<file path="src/rtl/jtframe_sdram_pkg.sv">
// Shared definitions for the jtframe SDRAM bank arbiters: FSM encoding,
// SDRAM word-address width and client-to-word address conversion.
package jtframe_sdram_pkg;

    localparam int SDRAM_AW = 22;

    localparam logic [1:0] ST_IDLE  = 2'd0;
    localparam logic [1:0] ST_REQ   = 2'd1;
    localparam logic [1:0] ST_WAIT  = 2'd2;
    localparam logic [1:0] ST_FILL2 = 2'd3;

    // Client addresses count DW-sized units; the SDRAM counts 16-bit words.
    function automatic logic [SDRAM_AW-1:0] word_addr(input logic [31:0] addr, input int dw);
        logic [31:0] w;
        case (dw)
            8:       w = addr >> 1;
            32:      w = addr << 1;
            default: w = addr;
        endcase
        return SDRAM_AW'(w);
    endfunction

endpackage

</file>
<file path="src/rtl/jtframe_nslot_arb.sv">
// SLOTS-wide request arbiter: fixed (lowest index) or round-robin starting
// after the last granted slot.
module jtframe_nslot_arb #(
    parameter int SLOTS  = 4,
    parameter int RROBIN = 0,
    parameter int IW     = 2
) (
    input  logic [SLOTS-1:0] pend_i,
    input  logic [IW-1:0]    ptr_i,
    output logic [SLOTS-1:0] gnt_o,
    output logic [IW-1:0]    idx_o,
    output logic             any_o
);

    always_comb begin
        logic found;
        int   j;
        gnt_o = '0;
        idx_o = '0;
        any_o = |pend_i;
        found = 1'b0;
        for (int k = 0; k < SLOTS; k++) begin
            j = (RROBIN != 0) ? (int'(ptr_i) + 1 + k) % SLOTS : k;
            if (!found && pend_i[j]) begin
                found    = 1'b1;
                gnt_o[j] = 1'b1;
                idx_o    = IW'(j);
            end
        end
    end

endmodule

</file>
<file path="src/rtl/jtframe_rom_nslots.sv">
// N-slot read-only SDRAM bank arbiter with a one-entry tag cache per slot.
// One bank transaction is outstanding at a time.
module jtframe_rom_nslots
    import jtframe_sdram_pkg::*;
#(
    parameter int                        SLOTS  = 4,
    parameter int                        DW     = 16,
    parameter int                        AW     = 18,
    parameter logic [SLOTS*SDRAM_AW-1:0] OFFSET = '0,
    parameter int                        RROBIN = 0
) (
    input  logic                  clk,
    input  logic                  rst_n,
    input  logic [SLOTS-1:0]      slot_cs,
    input  logic [SLOTS*AW-1:0]   slot_addr,
    input  logic [SLOTS-1:0]      slot_clr,
    output logic [SLOTS*DW-1:0]   slot_dout,
    output logic [SLOTS-1:0]      slot_ok,
    output logic [SDRAM_AW-1:0]   sdram_addr,
    output logic                  sdram_req,
    input  logic                  sdram_ack,
    input  logic                  data_dst,
    input  logic                  data_rdy,
    input  logic [15:0]           data_read
);

    localparam int IW = (SLOTS > 1) ? $clog2(SLOTS) : 1;

    logic [SLOTS-1:0]    valid_q, hit, pend, gnt;
    logic [AW-1:0]       tag_q  [SLOTS];
    logic [DW-1:0]       data_q [SLOTS];
    logic [1:0]          state_q, state_d;
    logic [IW-1:0]       idx_q, idx_d, ptr_q, ptr_d, gidx;
    logic [AW-1:0]       ltag_q, ltag_d, sel_addr;
    logic [SDRAM_AW-1:0] addr_q, addr_d, sel_off;
    logic                req_q, req_d, kill_q, kill_d, any_pend, wr_en;
    logic [15:0]         lo_q, lo_d;
    logic [DW-1:0]       wr_data;

    always_comb begin
        for (int i = 0; i < SLOTS; i++) begin
            hit[i]  = slot_cs[i] & valid_q[i] & (tag_q[i] == slot_addr[i*AW +: AW]) & ~slot_clr[i];
            pend[i] = slot_cs[i] & ~hit[i] & ~slot_clr[i];
        end
    end

    assign slot_ok    = hit;
    assign sdram_req  = req_q;
    assign sdram_addr = addr_q;

    jtframe_nslot_arb #(.SLOTS(SLOTS), .RROBIN(RROBIN), .IW(IW)) u_arb (
        .pend_i (pend),
        .ptr_i  (ptr_q),
        .gnt_o  (gnt),
        .idx_o  (gidx),
        .any_o  (any_pend)
    );

    always_comb begin
        sel_addr = '0;
        sel_off  = '0;
        for (int i = 0; i < SLOTS; i++) begin
            if (gnt[i]) begin
                sel_addr |= slot_addr[i*AW +: AW];
                sel_off  |= OFFSET[i*SDRAM_AW +: SDRAM_AW];
            end
        end
    end

    always_comb begin
        state_d = state_q;
        idx_d   = idx_q;
        ptr_d   = ptr_q;
        ltag_d  = ltag_q;
        addr_d  = addr_q;
        req_d   = req_q;
        lo_d    = lo_q;
        kill_d  = kill_q;
        wr_en   = 1'b0;
        case (state_q)
            ST_IDLE: if (any_pend) begin
                idx_d   = gidx;
                ltag_d  = sel_addr;
                addr_d  = sel_off + word_addr(32'(sel_addr), DW);
                req_d   = 1'b1;
                kill_d  = 1'b0;
                state_d = ST_REQ;
                if (RROBIN != 0) ptr_d = gidx;
            end
            ST_REQ: if (sdram_ack) begin
                req_d   = 1'b0;
                state_d = ST_WAIT;
            end
            ST_WAIT: if (data_dst) begin
                if (DW == 32) begin
                    lo_d    = data_read;
                    state_d = ST_FILL2;
                end else begin
                    wr_en   = 1'b1;
                    state_d = ST_IDLE;
                end
            end
            ST_FILL2: if (data_rdy) begin
                wr_en   = 1'b1;
                state_d = ST_IDLE;
            end
            default: state_d = ST_IDLE;
        endcase
        // A clear seen at any point of the fill must keep the entry invalid.
        if (state_q != ST_IDLE && slot_clr[idx_q]) kill_d = 1'b1;
    end

    always_comb begin
        if (DW == 32)     wr_data = DW'({data_read, lo_q});
        else if (DW == 8) wr_data = DW'(ltag_q[0] ? data_read[15:8] : data_read[7:0]);
        else              wr_data = DW'(data_read);
    end

    always_ff @(posedge clk) begin
        if (!rst_n) begin
            state_q <= ST_IDLE;
            idx_q   <= '0;
            ptr_q   <= IW'(SLOTS - 1);
            ltag_q  <= '0;
            addr_q  <= '0;
            req_q   <= 1'b0;
            lo_q    <= '0;
            kill_q  <= 1'b0;
        end else begin
            state_q <= state_d;
            idx_q   <= idx_d;
            ptr_q   <= ptr_d;
            ltag_q  <= ltag_d;
            addr_q  <= addr_d;
            req_q   <= req_d;
            lo_q    <= lo_d;
            kill_q  <= kill_d;
        end
    end

    for (genvar i = 0; i < SLOTS; i++) begin : g_slot
        always_ff @(posedge clk) begin
            if (!rst_n) begin
                valid_q[i] <= 1'b0;
                tag_q[i]   <= '0;
                data_q[i]  <= '0;
            end else begin
                if (wr_en && idx_q == IW'(i)) begin
                    tag_q[i]  <= ltag_q;
                    data_q[i] <= wr_data;
                end
                if (slot_clr[i])                    valid_q[i] <= 1'b0;
                else if (wr_en && idx_q == IW'(i))  valid_q[i] <= ~kill_q;
            end
        end
        assign slot_dout[i*DW +: DW] = data_q[i];
    end

endmodule

</file>
<file path="config.mk">
export PLATFORM = sky130hd
export DESIGN_NAME = jtframe_rom_nslots
export DESIGN_NICKNAME = d
export VERILOG_FILES = /design/src/rtl/jtframe_sdram_pkg.sv /design/src/rtl/jtframe_nslot_arb.sv /design/src/rtl/jtframe_rom_nslots.sv
export SDC_FILE = /design/constraint.sdc
export NUM_CORES = 1
export LEC_CHECK = 0
export BUFFER_PORTS_ARGS = -buffer_cell sky130_fd_sc_hd__buf_4
export CAP_MARGIN = 0
export CORE_ASPECT_RATIO = 1.25
export CORE_MARGIN = 5
export CORE_UTILIZATION = 53
export DETAILED_ROUTE_END_ITERATION = 10
export PLACE_DENSITY = 0.77
export SETUP_SLACK_MARGIN = 0.3
export SLEW_MARGIN = 20
export SYNTH_ARGS = -nofsm -noshare
export SYNTH_HDL_FRONTEND = slang
export SYNTH_SLANG_ARGS = --single-unit
</file>
<file path="constraint.sdc">
create_clock -name clk -period 3.25 [get_ports clk]
set_input_delay 0.1625 -clock clk [delete_from_list [all_inputs] [get_ports clk]]
set_output_delay 0.1625 -clock clk [all_outputs]
set_load 0.005 [all_outputs]
</file>
==> impl_metrics.py, run 1 <==
metrics = {
    "clocking": {
        "cts_tree": "built",
        "clock_sinks": 164,
        "clk_pin_slew_worst_paths_ns": 0.06,
        "cts_resized": 0,
        "cts-buffers-inserted": 17,
        "clk-insertion-delay-late_ns": 0.41,
        "root_buffer": "clkbuf_16",
        "cts_setup_buffers": 0,
        "cts_max_path_buffers": 2,
        "htree_levels": 4,
    },
    "yosys": {
        "syn-cell-area_sq_um": 7610,
        "syn_area_per_cell_sq_um": 12.2,
        "ys_seq_area_share_pct": 61.1,
        "synthArstFlopShare_pct": 0,
        "ys_types": 48,
        "yosys_warnings": 0,
        "synth-edff-count": 136,
        "synth_seq_cells": 164,
        "synth_cells": 625,
        "synthFlopType": "edfxtp_1",
    },
    "critical_path": {
        "worst_ep_arrival_time_ns": 2.97,
        "r2r_slack_ns": 0.57,
        "cp_common_cell": "buf_4",
        "cp.required_ns": 3.53,
        "cp.depth": 10,
        "crit_path_cell_trace": "dlygate4sd3_1 > buf_4 > nand3b_1 > nor4b_1 > nand4_1 > o21ai_0 > a41oi_2 > buf_4 > o21ai_1 > a31oi_1",
        "r2r-end": "ltag_q[0]",
        "reg2reg_from": "tag_q[3][13]",
        "critPathSlowestCell": "dlygate4sd3_1",
        "reg2regPathDepth": 8,
        "critPathBufInv": 3,
        "start_kind": "input pin",
        "crit_fanout": 24,
        "cp_slowest_stage_delay_ns": 0.53,
        "cp_top_family": "buffers and inverters",
        "endpoint_kind": "flop",
        "crit_type": "in -> reg",
    },
    "sta": {
        "fmax_ghz": 0.372,
        "maxSlewHeadroom_pct": 34.6,
        "period_needed_ns": 2.69,
        "rsz0062_at_grt": "no",
        "fin_skew_ns": 0.00758,
        "hold_violations": 0,
        "slew_violations": 0,
        "setup_viol": 0,
        "worstMarginPinSlew_ns": 0.981,
        "fin_setup_tns_ns": 0,
        "holdWs_ns": 0.0391,
        "final.period_utilization_pct": 82.8,
    },
    "status": {
        "status": "completed",
    },
    "final_layout": {
        "final_common_cell": "buf_4",
        "layout-drive-gt1-share_pct": 30.1,
        "nets": 913,
        "antenna_cells": 0,
        "syn2layout_area_growth_pct": 29.0,
        "layout_common_cells": "buf_4, edfxtp_1, and2_1",
        "design_area_sq_um": 9810,
    },
    "route": {
        "route.vias.total": 5740,
        "routed_via_density": 5.72,
        "firstDrtPassIters": 5,
        "final_antenna_net_count": 0,
        "wirelength_met1_microns": 8000,
        "top_layer_used": "met4",
        "routedWlPerCell_microns": 21.5,
        "routed_wl_microns": 21600,
        "wl_met2_microns": 11300,
        "post-route-drc-count": 0,
        "route.met3.wl_microns": 1840,
        "initialDrtViolationCount": 430,
    },
    "min_path": {
        "min_to": "ltag_q[15]",
        "hp-start": "slot_addr[69]",
        "whs_path_depth": 3,
        "holdCritPathClass": "in -> reg",
    },
    "die": {
        "pin_count": 192,
        "fp.dieH_microns": 144,
        "dieArea_sq_um": 16900,
        "core_sq_um": 14200,
        "rows": 49,
        "start_util_pct": 53.5,
        "die_x_microns": 117,
    },
    "placed_design": {
        "place_area_sq_um": 9190,
        "gp_congestion": 1.01,
        "hpwl_microns": 15900,
        "portBuffers": 187,
    },
    "power_and_ir_drop": {
        "ir_drop_mv": 0.405,
        "powerDensity_nw_per_um2": 516,
        "leakagePower_nw": 4.26,
    },
    "flow_run": {
        "drv_cap": 0,
    },
    "grt": {
        "grt_util_all_layers_pct": 26.0,
        "grt_pass1_wl_microns": 32800,
        "grt_pass1_vias": 5894,
        "grt_max_degree": 59,
        "antenna_found_initial": 0,
        "grt_overflow_total": 0,
    },
}
==> through the flow <==
| stage | setup slack (ns) | util, % | instances | power (mW) |
|---|---|---|---|---|
| floorplan | 0.802 | - | 628 | 2.77 |
| global route | 0.359 | 69.0 | 1003 | 5.26 |
| detailed placement | 0.597 | 64.6 | 967 | 3.14 |
| CTS | 0.551 | 69.0 | 1003 | 5.09 |
| global placement | 0.646 | 64.6 | 967 | 3.12 |
| finish | 0.558 | 69.0 | 1003 | 5.07 |
==> final cells by class <==
| cell class | instances | area [sq um] |
|---|---|---|
| well taps | 178 | 223 |
| fillers | 1059 | 4410 |
| repair buffers | 203 | 1530 |
| flip-flops and latches | 164 | 4640 |
| multi-input cells | 424 | 2830 |
| inverters | 2 | 7.51 |
| clock inverters | 15 | 155 |
| clock buffers | 17 | 425 |
==> timing repair <==
| item | CTS | global route |
|---|---|---|
| hold buffers | 4 | 0 |
| endpoints found under the hold margin | 4 | 0 |
| setup endpoints to repair | 0 | 0 |
==> Yosys cell counts, drive strengths merged, types with 3 or more instances <==
library cell	number	area, sq um
a21o	18	135
a21oi	8	40.0
a31oi	18	113
and2	102	638
and3	52	325
buf	8	61.3
clkbuf	30	113
dfxtp	28	561
edfxtp	136	4080
nand2	26	97.6
nand2b	3	18.8
nand3	5	25.0
nand3b	3	35.0
nand4	6	37.5
nor2	15	56.3
nor2b	3	18.8
nor3	14	70.1
nor4	11	83.8
nor4b	4	41.3
o21ai	21	105
o22ai	18	113
xnor2	20	175
xor2	52	455
==> how the worst max path moves through the flow <==
stage / start / end / slack, ns
finish: slot_clr[2] / ltag_q[0] / 0.56
detailed placement: tag_q[3][13] / ltag_q[11] / 0.60
global route: slot_clr[2] / ltag_q[0] / 0.36
CTS: tag_q[3][13] / ltag_q[0] / 0.55
global placement: tag_q[3][10] / ltag_q[11] / 0.65
floorplan: state_q[0] / data_q[0][0] / 0.80
==> state kept, by name, indices dropped and copies added (netlist names) <==
name and cells:
state_q 2, valid_q 4, ltag_q 18, tag_q 72
data_q 64, idx_q 2, sdram_req 1, kill_q 1
==> logic make-up (layout without fill, tap and decap cells) <==
logic type / count (synthesis) / count (layout) / synth area share [%]
AND/OR/NAND/NOR: 254 / 254 / 20.1
flip-flops: 164 / 164 / 61.1
AO/OA/AOI/OAI: 92 / 92 / 7.70
XOR/XNOR: 72 / 72 / 8.29
buffers and inverters: 40 / 237 / 2.38
multiplexers: 2 / 2 / 0.428
other: 1 / 4 / 0.0493
==> worst min-delay path, cell delays in order <==
cell	delay, ns
buf_4	0.12
nand2_1	0.05
a31oi_1	0.07
==> per-layer routing <==
layer	vias up	track usage (%)
met5	-	0
met1	2797	31.6
met3	39	7.33
met4	0	8.39
li1	2642	-
met2	262	44.6
==> power by group <==
part | internal, mW | total [mW] | leakage, nW | switching, mW
Sequential | 2.39 | 2.49 | 1.64 | 0.108
Combinational | 0.288 | 0.613 | 2.34 | 0.325
Clock | 1.14 | 1.96 | 0.282 | 0.823
(Power assumes the default switching activity.)
==> run 2, diff against run 1 <==
==> constraint.sdc (replaced) <==
create_clock -name clk -period 2.5 [get_ports clk]
set_input_delay 0.125 -clock clk [delete_from_list [all_inputs] [get_ports clk]]
set_output_delay 0.125 -clock clk [all_outputs]
set_load 0.005 [all_outputs]
==> impl_metrics.py, run 2 (synthesis results as in run 1) <==
metrics = {
    "final_layout": {
        "fill_cells": 961,
        "layout_common_cells": "buf_4, edfxtp_1, and2_1",
        "syn2layout_area_growth_pct": 35.9,
        "antenna_cells": 0,
        "final_common_cell": "buf_4",
        "layout-drive-gt1-share_pct": 34.2,
        "regArea_sq_um": 4640,
        "design_area_sq_um": 10300,
        "regMostFlops": "tag_q",
        "largest_reg_flops": 72,
        "multiInputGateArea_sq_um": 3020,
        "nets": 944,
        "top_regs": "tag_q: 72 flops, data_q: 64 flops, ltag_q: 18 flops",
    },
    "status": {
        "status": "completed",
    },
    "critical_path": {
        "start_kind": "flop",
        "crit_path_cell_trace": "xor2_1 > nor4_2 > nand3_2 > buf_6 > o31ai_4 > a41oi_4 > buf_12 > o21ai_1 > a31oi_1",
        "endpoint_kind": "flop",
        "crit_type": "reg -> reg",
        "critPathBufInv": 2,
        "cp_slowest_stage_delay_ns": 0.39,
        "critPathSlowestCell": "edfxtp_1",
        "cp_top_family": "compound AO/OA/AOI/OAI gates",
        "cp.required_ns": 2.80,
        "crit_fanout": 20,
        "worst_ep_arrival_time_ns": 2.65,
    },
    "clocking": {
        "cts-buffers-inserted": 17,
        "clk_pin_slew_worst_paths_ns": 0.06,
        "cts_tree": "built",
        "root_buffer": "clkbuf_16",
        "clk-insertion-delay-late_ns": 0.42,
        "clock_sinks": 164,
        "cts_max_path_buffers": 2,
        "htree_levels": 4,
    },
    "route": {
        "firstDrtPassIters": 5,
        "final_antenna_net_count": 0,
        "routedWlPerCell_microns": 22.2,
        "routed_via_density": 5.82,
        "post-route-drc-count": 0,
        "routed_wl_microns": 23000,
        "initialDrtViolationCount": 399,
        "route.vias.total": 6015,
    },
    "sta": {
        "period_needed_ns": 2.36,
        "slew_violations": 0,
        "fin_setup_tns_ns": 0,
        "worstMarginPinSlew_ns": 0.732,
        "setup_ws_ns": 0.142,
        "fmax_ghz": 0.424,
        "setup_viol": 0,
        "fin_skew_ns": 0.0132,
        "rsz0062_at_grt": "yes",
        "final.period_utilization_pct": 94.3,
        "maxSlewHeadroom_pct": 51.1,
        "hold_violations": 0,
    },
    "power_and_ir_drop": {
        "pwr-share-clk_pct": 37.2,
        "pwr-share-comb_pct": 14.0,
        "p_switching_mw": 1.72,
        "ir_drop_mv": 0.552,
        "p_sw_share_pct": 25.8,
        "pwr-share-seq_pct": 48.8,
        "cellInternalPower_mw": 4.95,
        "powerDensity_nw_per_um2": 645,
        "leakagePower_nw": 4.47,
    },
    "grt": {
        "grt_pass1_vias": 6023,
        "grt_max_degree": 58,
        "grt_overflow_total": 0,
        "grt_util_all_layers_pct": 27.0,
        "grt_pass1_wl_microns": 33500,
        "antenna_found_initial": 0,
    },
    "die": {
        "dieArea_sq_um": 16900,
        "core_sq_um": 14200,
        "pin_count": 192,
        "start_util_pct": 53.5,
        "rows": 49,
        "fp.dieH_microns": 144,
        "die_x_microns": 117,
    },
    "min_path": {
        "holdCritPathClass": "in -> reg",
    },
    "flow_run": {
        "drv_cap": 0,
    },
    "placed_design": {
        "place_area_sq_um": 9260,
        "dpl_worst_slack_ns": -0.0506,
        "hpwl_microns": 16400,
        "gp_congestion": 0.990,
        "portBuffers": 187,
    },
}
==> run 2: power by group through the flow <==
stage | Clock (mW) | Sequential [mW] | Combinational, mW
after floorplan | 0 | 3.25 | 0.344
after global placement | 0 | 3.29 | 0.782
after detailed placement | 0 | 3.30 | 0.801
after CTS | 2.49 | 3.24 | 0.872
after global routing | 2.64 | 3.27 | 0.988
final | 2.48 | 3.25 | 0.934
==> run 2: metal layers <==
layer  share of wire, %  wire [microns]  track usage [%]
met1                 36            8230             32.4
met2                 50           11600             44.9
met3                9.7            2220             7.58
met4                4.0             925             12.0
met5                  0               0                0
==> run 2: worst register-to-register path, delay by kind of cell (launching register included) <==
kind                   cells  cell delay (ns)
flip-flops                 1             0.39
AND/OR/NAND/NOR            2             0.52
XOR/XNOR                   1             0.18
buffers and inverters      2             0.39
AO/OA/AOI/OAI              4             0.77
==> run 2: what timing repair did <==
item                       in CTS  in global routing
pin swaps                      23                  5
setup endpoints to repair      93                 26
hold endpoints to repair       19                  1
gates resized for setup        34                 20
setup buffers                   4                  1
hold buffers                   19                  1
cloned                          2                  1
==> run 2: path summary, 6_finish.rpt <==
path	to	from	slack (ns)	depth (start not counted)
worst max-delay path	ltag_q[2]	tag_q[0][12]	0.14	9
worst min-delay path	data_q[2][12]	data_read[12]	0.007	2
worst max register to register	ltag_q[2]	tag_q[0][12]	0.14	9
worst min register to register	state_q[0]	state_q[1]	0.53	1
==> run 2: stage by stage <==
stage	hold slack (ns)	utilization, %	total power [mW]	instances
floorplan	0.204	-	3.60	628
global placement	0.323	65.1	4.07	974
detailed placement	0.335	65.1	4.10	974
CTS	0.000331	71.7	6.61	1031
global route	-0.000674	72.7	6.89	1034
finish	0.00740	72.7	6.67	1034
==> run 2: area by class of cell <==
cell class | count | area share, %
Multi-Input combinational cell | 424 | 29.2
Timing Repair Buffer | 234 | 18.2
Tap cell | 178 | 2.15
Clock inverter | 13 | 1.23
Clock buffer | 19 | 4.19
Inverter | 2 | 0.0726
Sequential cell | 164 | 44.9
